<file path="config.mk">
export PLATFORM = sky130hd
export DESIGN_NAME = brancher_stack
export DESIGN_NICKNAME = d
export VERILOG_FILES = /design/src/rtl/brancher_stack.sv
export SDC_FILE = /design/constraint.sdc
export NUM_CORES = 1
export LEC_CHECK = 0
export CORE_UTILIZATION = 50
export CTS_BUF_LIST = sky130_fd_sc_hd__clkbuf_2 sky130_fd_sc_hd__clkbuf_4 sky130_fd_sc_hd__clkbuf_8
export CTS_CLUSTER_SIZE = 28
export DETAILED_ROUTE_END_ITERATION = 10
export PLACE_DENSITY = 0.75
export SLEW_MARGIN = 15
export SYNTH_ARGS = -nofsm -noshare
export SYNTH_HDL_FRONTEND = slang
export SYNTH_SLANG_ARGS = --single-unit
</file>
<file path="constraint.sdc">
create_clock -name aclk -period 3.81 [get_ports aclk]
set_input_delay 0.762 -clock aclk [delete_from_list [all_inputs] [get_ports aclk]]
set_output_delay 0.762 -clock aclk [all_outputs]
set_load 0.01 [all_outputs]
</file>
<file path="src/rtl/brancher_stack.sv">
// Program-counter unit with conditional absolute/relative branches, skip,
// and a hardware call/return stack with a sticky fault flag.
module brancher_stack #(
   parameter int PC_WIDTH    = 16,
   parameter int FLAG_WIDTH  = 4,
   parameter int STACK_DEPTH = 8
) (
   input  logic                  aclk,
   input  logic                  areset,
   input  logic                  rx_enable,
   input  logic                  rx_strobe,
   input  logic [2:0]            rx_op,
   input  logic [FLAG_WIDTH-1:0] rx_input_flags,
   input  logic [FLAG_WIDTH-1:0] rx_check_flags,
   input  logic [PC_WIDTH-1:0]   rx_branch,
   output logic [PC_WIDTH-1:0]   tx_program_counter,
   output logic                  tx_ready,
   output logic                  tx_fault
);

   localparam int AW  = $clog2(STACK_DEPTH);
   localparam int SPW = AW + 1;

   localparam logic [2:0] OP_NOP    = 3'b000;
   localparam logic [2:0] OP_WFLAGS = 3'b001;
   localparam logic [2:0] OP_JABS   = 3'b010;
   localparam logic [2:0] OP_JREL   = 3'b011;
   localparam logic [2:0] OP_CALL   = 3'b100;
   localparam logic [2:0] OP_RET    = 3'b101;
   localparam logic [2:0] OP_SKIP   = 3'b110;

   typedef enum logic {IDLE, EXEC} state_t;

   // Handshake: an op is taken on a rising edge where rx_enable, rx_strobe and
   // tx_ready are all high; tx_ready stays low until the op has executed.
   state_t                  state;
   logic [PC_WIDTH-1:0]     pc;
   logic [FLAG_WIDTH-1:0]   flags;
   logic [SPW-1:0]          sp;
   logic                    fault;
   logic                    ready;

   logic [2:0]              op_q;
   logic [FLAG_WIDTH-1:0]   check_q;
   logic [FLAG_WIDTH-1:0]   in_flags_q;
   logic [PC_WIDTH-1:0]     branch_q;

   logic [PC_WIDTH-1:0]     stack [STACK_DEPTH];

   logic                    accept;
   logic                    cond;
   logic                    full;
   logic                    empty;
   logic [PC_WIDTH-1:0]     pc1;
   logic [PC_WIDTH-1:0]     pc2;
   logic [PC_WIDTH-1:0]     pc_rel;
   logic [AW-1:0]           top_idx;
   logic [AW-1:0]           push_idx;

   logic [PC_WIDTH-1:0]     nxt_pc;
   logic [FLAG_WIDTH-1:0]   nxt_flags;
   logic [SPW-1:0]          nxt_sp;
   logic                    set_fault;
   logic                    push;

   assign accept   = rx_enable & rx_strobe & ready;
   assign cond     = ((flags & check_q) == check_q);
   assign full     = (sp == SPW'(STACK_DEPTH));
   assign empty    = (sp == '0);
   assign pc1      = pc + PC_WIDTH'(1);
   assign pc2      = pc + PC_WIDTH'(2);
   assign pc_rel   = pc + branch_q;
   assign top_idx  = AW'(sp - SPW'(1));
   assign push_idx = sp[AW-1:0];

   always_comb begin
      nxt_pc    = pc1;
      nxt_flags = flags;
      nxt_sp    = sp;
      set_fault = 1'b0;
      push      = 1'b0;
      case (op_q)
         OP_NOP:    nxt_pc = pc1;
         OP_WFLAGS: begin
            nxt_flags = in_flags_q;
            nxt_pc    = pc;
         end
         OP_JABS:   nxt_pc = cond ? branch_q : pc1;
         OP_JREL:   nxt_pc = cond ? pc_rel : pc1;
         OP_CALL: begin
            if (cond && !full) begin
               push   = 1'b1;
               nxt_sp = sp + SPW'(1);
               nxt_pc = branch_q;
            end else if (cond) begin
               set_fault = 1'b1;
            end
         end
         OP_RET: begin
            if (cond && !empty) begin
               nxt_sp = sp - SPW'(1);
               nxt_pc = stack[top_idx];
            end else if (cond) begin
               set_fault = 1'b1;
            end
         end
         OP_SKIP:   nxt_pc = cond ? pc2 : pc1;
         default:   set_fault = 1'b1;
      endcase
   end

   always_ff @(posedge aclk or posedge areset) begin
      if (areset) begin
         state      <= IDLE;
         pc         <= '0;
         flags      <= '0;
         sp         <= '0;
         fault      <= 1'b0;
         ready      <= 1'b1;
         op_q       <= OP_NOP;
         check_q    <= '0;
         in_flags_q <= '0;
         branch_q   <= '0;
      end else begin
         case (state)
            IDLE: begin
               if (accept) begin
                  op_q       <= rx_op;
                  check_q    <= rx_check_flags;
                  in_flags_q <= rx_input_flags;
                  branch_q   <= rx_branch;
                  ready      <= 1'b0;
                  state      <= EXEC;
               end
            end
            EXEC: begin
               pc    <= nxt_pc;
               flags <= nxt_flags;
               sp    <= nxt_sp;
               fault <= fault | set_fault;
               ready <= 1'b1;
               state <= IDLE;
            end
            default: state <= IDLE;
         endcase
      end
   end

   // Stack contents are don't-care after reset, so the array carries no reset.
   always_ff @(posedge aclk) begin
      if (state == EXEC && push) begin
         stack[push_idx] <= pc1;
      end
   end

   assign tx_program_counter = pc;
   assign tx_ready           = ready;
   assign tx_fault           = fault;

endmodule
</file>
* Word-level counts from Yosys, hierarchy flattened
Memories as Yosys holds them, arrays and structs flattened. Index checks and enable logic that the tools add are counted.
Word-level totals: bits in registers 54, bits in writable memories 128, memories kept 1
Cells by class: bitwise logic cells 6, add/sub/neg operators 5, reduce and logical (&&, ||, !) cells 13, multiplexer cells 21, eq/ne operators 11
Memory list:
- stack | words 8, width 16, rd ports 1, clocked after Yosys merged registers in 0, wr ports 1, line 48 | logic [PC_WIDTH-1:0] stack [STACK_DEPTH];
Operators by type and width (number):
- 16-bit one-hot mux with 6 select lines | 1
- 16-bit 2-to-1 mux | 5
- 16-bit by 1-bit adder with 16-bit output, second input constant | 1
- 16-bit adder | 1
- 16-bit by 2-bit adder with 16-bit output, second input constant | 1
- 3-bit equality test, second input constant | 3
- 1-bit 2-to-1 mux | 9
- 4-bit 2-to-1 mux | 2
- 4-bit one-hot mux with 2 select lines | 1
- 3-bit by 2-bit equality test with 1-bit output, second input constant | 2
- 2-bit inequality test, second input constant | 3
- 2-bit AND reduction | 3
- 5-bit OR reduction | 1
- 4-bit by 1-bit adder with 4-bit output, second input constant | 1
- 4-bit AND | 1
- 4-bit equality test | 1
- 4-bit equality test, second input constant | 1
- 4-bit logical NOT | 1
- 1-bit one-hot mux with 2 select lines | 2
- 4-bit AND reduction | 1
- 4-bit by 1-bit subtractor with 4-bit output, second input constant | 1
- 3-bit by 1-bit equality test with 1-bit output, second input constant | 1
- 1-bit logical AND | 3
- 3-bit logical NOT | 1
- other kinds (6) | 9

* Depth between registers and ports, before layout
depth after elaboration 8, depth in mapped cells 15

* Worst setup path after synthesis
OpenSTA, ideal clock, no wires.
path type reg-to-reg, from register sp[0], to memory stack[4][0], enable pin, period minus slack after synthesis 3.769 ns, buffers on the path 4, setup slack 0.041 ns, data arrival time 3.359 ns, stages on the path, launching flop included 11, setup time 0.409 ns, cell sequence dfrtp_1 -> buf_2 -> buf_6 -> buf_4 -> buf_2 -> inv_1 -> ha_1 -> and3b_1 -> nor3_1 -> nand3_1 -> nor3_1
On the way: word-level cells in the longest chain between the ends 8
Ends and longest elaborated chain:
- start, declared | line 39 | logic [SPW-1:0] sp;
- start signal, assigned | line 139 | sp <= nxt_sp;
- 4-bit equality test | line 68 | assign full = (sp == SPW'(STACK_DEPTH));
- 1-bit logical NOT | line 91 | if (cond && !full) begin
- 1-bit logical AND | line 91
- 1-bit 2-to-1 mux | line 91
- 1-bit 2-to-1 mux | line 82 | case (op_q)
- 1-bit logical AND | line 151 | if (state == EXEC && push) begin
- 1-bit 2-to-1 mux | line 151
- 1-bit 2-to-1 mux (not written as such) | line 152 | stack[push_idx] <= pc1;
- end, declared | line 48
Parallel ways exist; a longest one is shown, timed or not.

* Worst setup path after layout
from register pc[0] (netlist: tx_program_counter[0]), to register pc[8] (netlist: tx_program_counter[8])
On the way: word-level cells in the longest chain between the ends 3, elaborated cells between the ends (all ways) 9
Ends and longest elaborated chain:
- start, declared | line 37 | logic [PC_WIDTH-1:0] pc;
- start signal, assigned | line 137 | pc <= nxt_pc;
- 16-bit by 1-bit adder with 16-bit output, or another cell as far along | line 70 | assign pc1 = pc + PC_WIDTH'(1);
- 16-bit 2-to-1 mux (on tied branches)
- 16-bit one-hot mux with 6 select lines (*) | line 82
Mark *: on every way between the ends. The rest lies on a longest branch, timed or not. A chain may end at the register's enable or synchronous reset.

==> metrics.md <==
| Metric | Value |
|---|---|
| Status | `completed` |
| Worst slew pin tran | `990 ps` |
| Drt wl/cell | `21.5 um` |
| I/O pin cnt | `49` |
| RSZ-0062 raised after global routing | `no` |
| First-pass GRT wire length | `38000 um` |
| Post-synth top area share | `40.0%` |
| Syn. warnings | `0` |
| Row Count | `50` |
| Sw Ratio | `24.5%` |
| DRC | `0` |
| Antenna violations before repair | `0` |
| # setup viols final | `0` |
| Combinational Power Share | `1.3%` |
| Max layer used | `met4` |
| Setup Slack @ Placement | `836 ps` |
| WL met1 | `9950 um` |
| CTS tree | `yes` |
| CP peak stage delay | `560 ps` |
| Synth Flop Type | `edfxtp_1` |
| Setup Buffers After CTS | `0` |
| Met2 routed WL | `11400 um` |
| Area grow syn2layout | `12.5%` |
| Die span in x | `141 um` |
| Post-synth cell types | `79` |
| Power share of the clock group | `38.5%` |
| Drt total wl | `24100 um` |
| Flop pwr share | `60.3%` |
| Yosys top cell by area | `edfxtp_1` |
| Clock latency on the worst-skew pair | `490 ps` |
| Placed instance area | `10400 um2` |
| Num CTS Buffers | `17` |
| Mapped Cells | `827` |
| Post-DRT Antenna Nets | `0` |
| Layout net count | `927` |
| Crit path max fanout | `11` |
| Hold-fix buffers, CTS | `0` |
| Post-DP HPWL | `16700 um` |
| CP max stage cell | `dfrtp_1` |
| Detailed Routing Iterations Pass 1 | `9` |
| Layout cells sized above 1 | `13.9%` |
| Global route total overflow | `0` |
| Clock sinks | `182` |
| Largest net degree at the start of global routing | `45` |
| Min Hold Slack | `493 ps` |
| Synth Area per Inst | `11.6 um2` |
| Post-route cell area | `10800 um2` |
| Sw Pwr | `0.850 mW` |
| Post-CTS sizing | `0` |
| Mapped cell area | `9610 um2` |
| Reg2reg setup slack | `770 ps` |
| MaxCap Viol Count | `0` |
| Clock buffer depth | `2` |
| Cell leakage power | `3.75 nW` |
| PD cells | `322 nW/um2` |
| Core area | `18800 um2` |
| CP Buf/Inv Count | `1` |
| Clock Root Buffer | `clkbuf_8` |
| Sum Neg Setup Slack | `0 ps` |
| Post-layout worst setup margin | `773 ps` |
| Drt initial violations | `1140` |
| Required time worst endpoint | `4180 ps` |
| Number of global-route vias before repair | `6744` |
| Clk pin slew, worst setup/hold paths | `110 ps` |
| Gr usage total | `25.8%` |
| Clock Skews | `17.1 ps` |
| Relative slew slack | `33.5%` |
| Vias per Instance | `6.25` |
| Initial Util | `51.2%` |
| CP Class | `flop to flop` |
| Flops & latches, synth | `182` |
| Crit path time final | `3040 ps` |
| Antenna Cells | `0` |
| Worst Setup End Kind | `flop` |
| Top-count cell post-synth | `nand2_1` |
| Final hold vios | `0` |
| Peak Freq | `0.329 GHz` |
| Register area share after synthesis | `54.1%` |
| Synth top cells by count | `131 x nand2_1, 128 x edfxtp_1, 56 x nor2_1` |
| Number of synthesized flops with an enable pin | `128` |
| CP delay by family, top | `simple AND/OR/NAND/NOR gates` |
| Crit path launch type | `flop` |
| Top cells by area, synth | `edfxtp_1 40%, dfrtp_1 14%, mux4_2 7.5%` |
| P_int | `2.63 mW` |
| Worst Path Arrival | `3410 ps` |
| RePlAce Congestion | `0.965` |
| Met3 WL post-DR | `2080 um` |
| Peak VDD IR | `215 uV` |
| Slew Viols, Final | `0` |
| H-tree levels | `4` |
| Die Area | `19800 um2` |
| Syn Nets | `878` |
| IO buf count | `48` |
| Non-Filler Instances | `1123` |
| Dpl cells | `1091` |
| CP cell instances | `ha_1 > inv_1 > fa_1 > and2b_1 > o2111ai_1 > and4_1 > or3_1 > xnor2_1 > a2111oi_0 > o2bb2ai_1` |
| Die Y | `141 um` |
| Hold crit path type | `flop to flop` |
| Final Cycle Share | `79.7%` |
| Via count | `7020` |
| Ys async rst share | `29.7%` |
-- layout make-up --
cell class | count | area [um2]
fill | 1550 | 7960
tap | 234 | 293
multi-input combinational | 581 | 4140
timing repair buffer | 78 | 718
sequential | 182 | 5200
inverter | 16 | 60.1
clock buffer | 17 | 234
clock inverter | 15 | 173
-- cell families (layout without fill, tap and decap cells) --
| family | Yosys count | count (layout) | share of synthesized area (%) |
|---|---|---|---|
| flip-flops | 182 | 182 | 54.1 |
| multiplexers | 61 | 61 | 10.7 |
| XOR/XNOR | 39 | 39 | 3.63 |
| adder cells (fa/ha/maj) | 20 | 20 | 2.68 |
| AND/OR/NAND/NOR | 275 | 275 | 13.5 |
| AO/OA/AOI/OAI | 186 | 186 | 12.4 |
| buffers and inverters | 64 | 126 | 2.99 |
-- sequential cells by signal, summed over array words and instances, names as in the netlist --
signal / cells
tx_ready: 1
op_q: 3
tx_fault: 1
in_flags_q: 4
state: 1
check_q: 4
stack: 128
flags: 4
tx_program_counter: 16
branch_q: 16
sp: 4
-- worst register-to-register path, cell delays in order, from the launching register on --
cell	delay [ps]
dfrtp_1	560
ha_1	260
inv_1	70
fa_1	390
and2b_1	250
o2111ai_1	120
and4_1	200
or3_1	390
xnor2_1	140
a2111oi_0	430
o2bb2ai_1	130
-- metrics by stage --
stage | total power, mW | utilization (%)
after CTS | 3.48 | 57.6
after global routing | 3.57 | 57.6
after detailed placement | 2.18 | 55.4
after floorplan | 2.15 | -
final | 3.48 | 57.6
after global placement | 2.18 | 55.4
-- layout by cell type, fill, tap and decap left out, drive strengths merged, types with 4 or more instances in the layout --
cell,Yosys,routed
a2111oi,6,6
a211oi,14,14
a21o,4,4
a21oi,54,54
a221oi,5,5
a31oi,4,4
and3,8,8
buf,21,30
clkbuf,27,17
clkdlybuf4s50,0,48
clkinv,0,8
dfrtp,53,53
edfxtp,128,128
ha,19,19
inv,16,23
mux2,11,11
mux2i,18,18
mux4,32,32
nand2,132,132
nand2b,10,10
nand3,15,15
nand4,7,7
nor2,56,56
nor3,18,18
o211ai,6,6
o21a,5,5
o21ai,46,46
o22ai,10,10
or3,4,4
xnor2,21,21
xor2,18,18
-- per-layer routing --
| metal | GRT usage (%) | vias to the layer above |
|---|---|---|
| li1 | - | 3206 |
| met1 | 35.9 | 3379 |
| met2 | 40.8 | 371 |
| met3 | 4.89 | 64 |
| met4 | 8.70 | 0 |
| met5 | 0 | - |
-- power groups by stage --
stage	sequential (mW)	combinational [mW]	clock (mW)
2_1_floorplan	2.14	0.00891	0
3_3_place_gp	2.14	0.0446	0
3_5_place_dp	2.14	0.0446	0
4_1_cts	2.10	0.0447	1.34
5_1_grt	2.10	0.0489	1.43
6_report	2.10	0.0438	1.34
-- final timing paths --
check,startpoint,to,depth (start not counted)
hold reg to reg,in_flags_q[1],in_flags_q[1],2
min in group asynchronous,areset,branch_q[3],2
hold / removal,in_flags_q[1],in_flags_q[1],2
setup / recovery,tx_program_counter[0],tx_program_counter[8],10
max in group asynchronous,areset,sp[0],3
setup reg to reg,tx_program_counter[0],tx_program_counter[8],10
(Power assumes the default switching activity.)
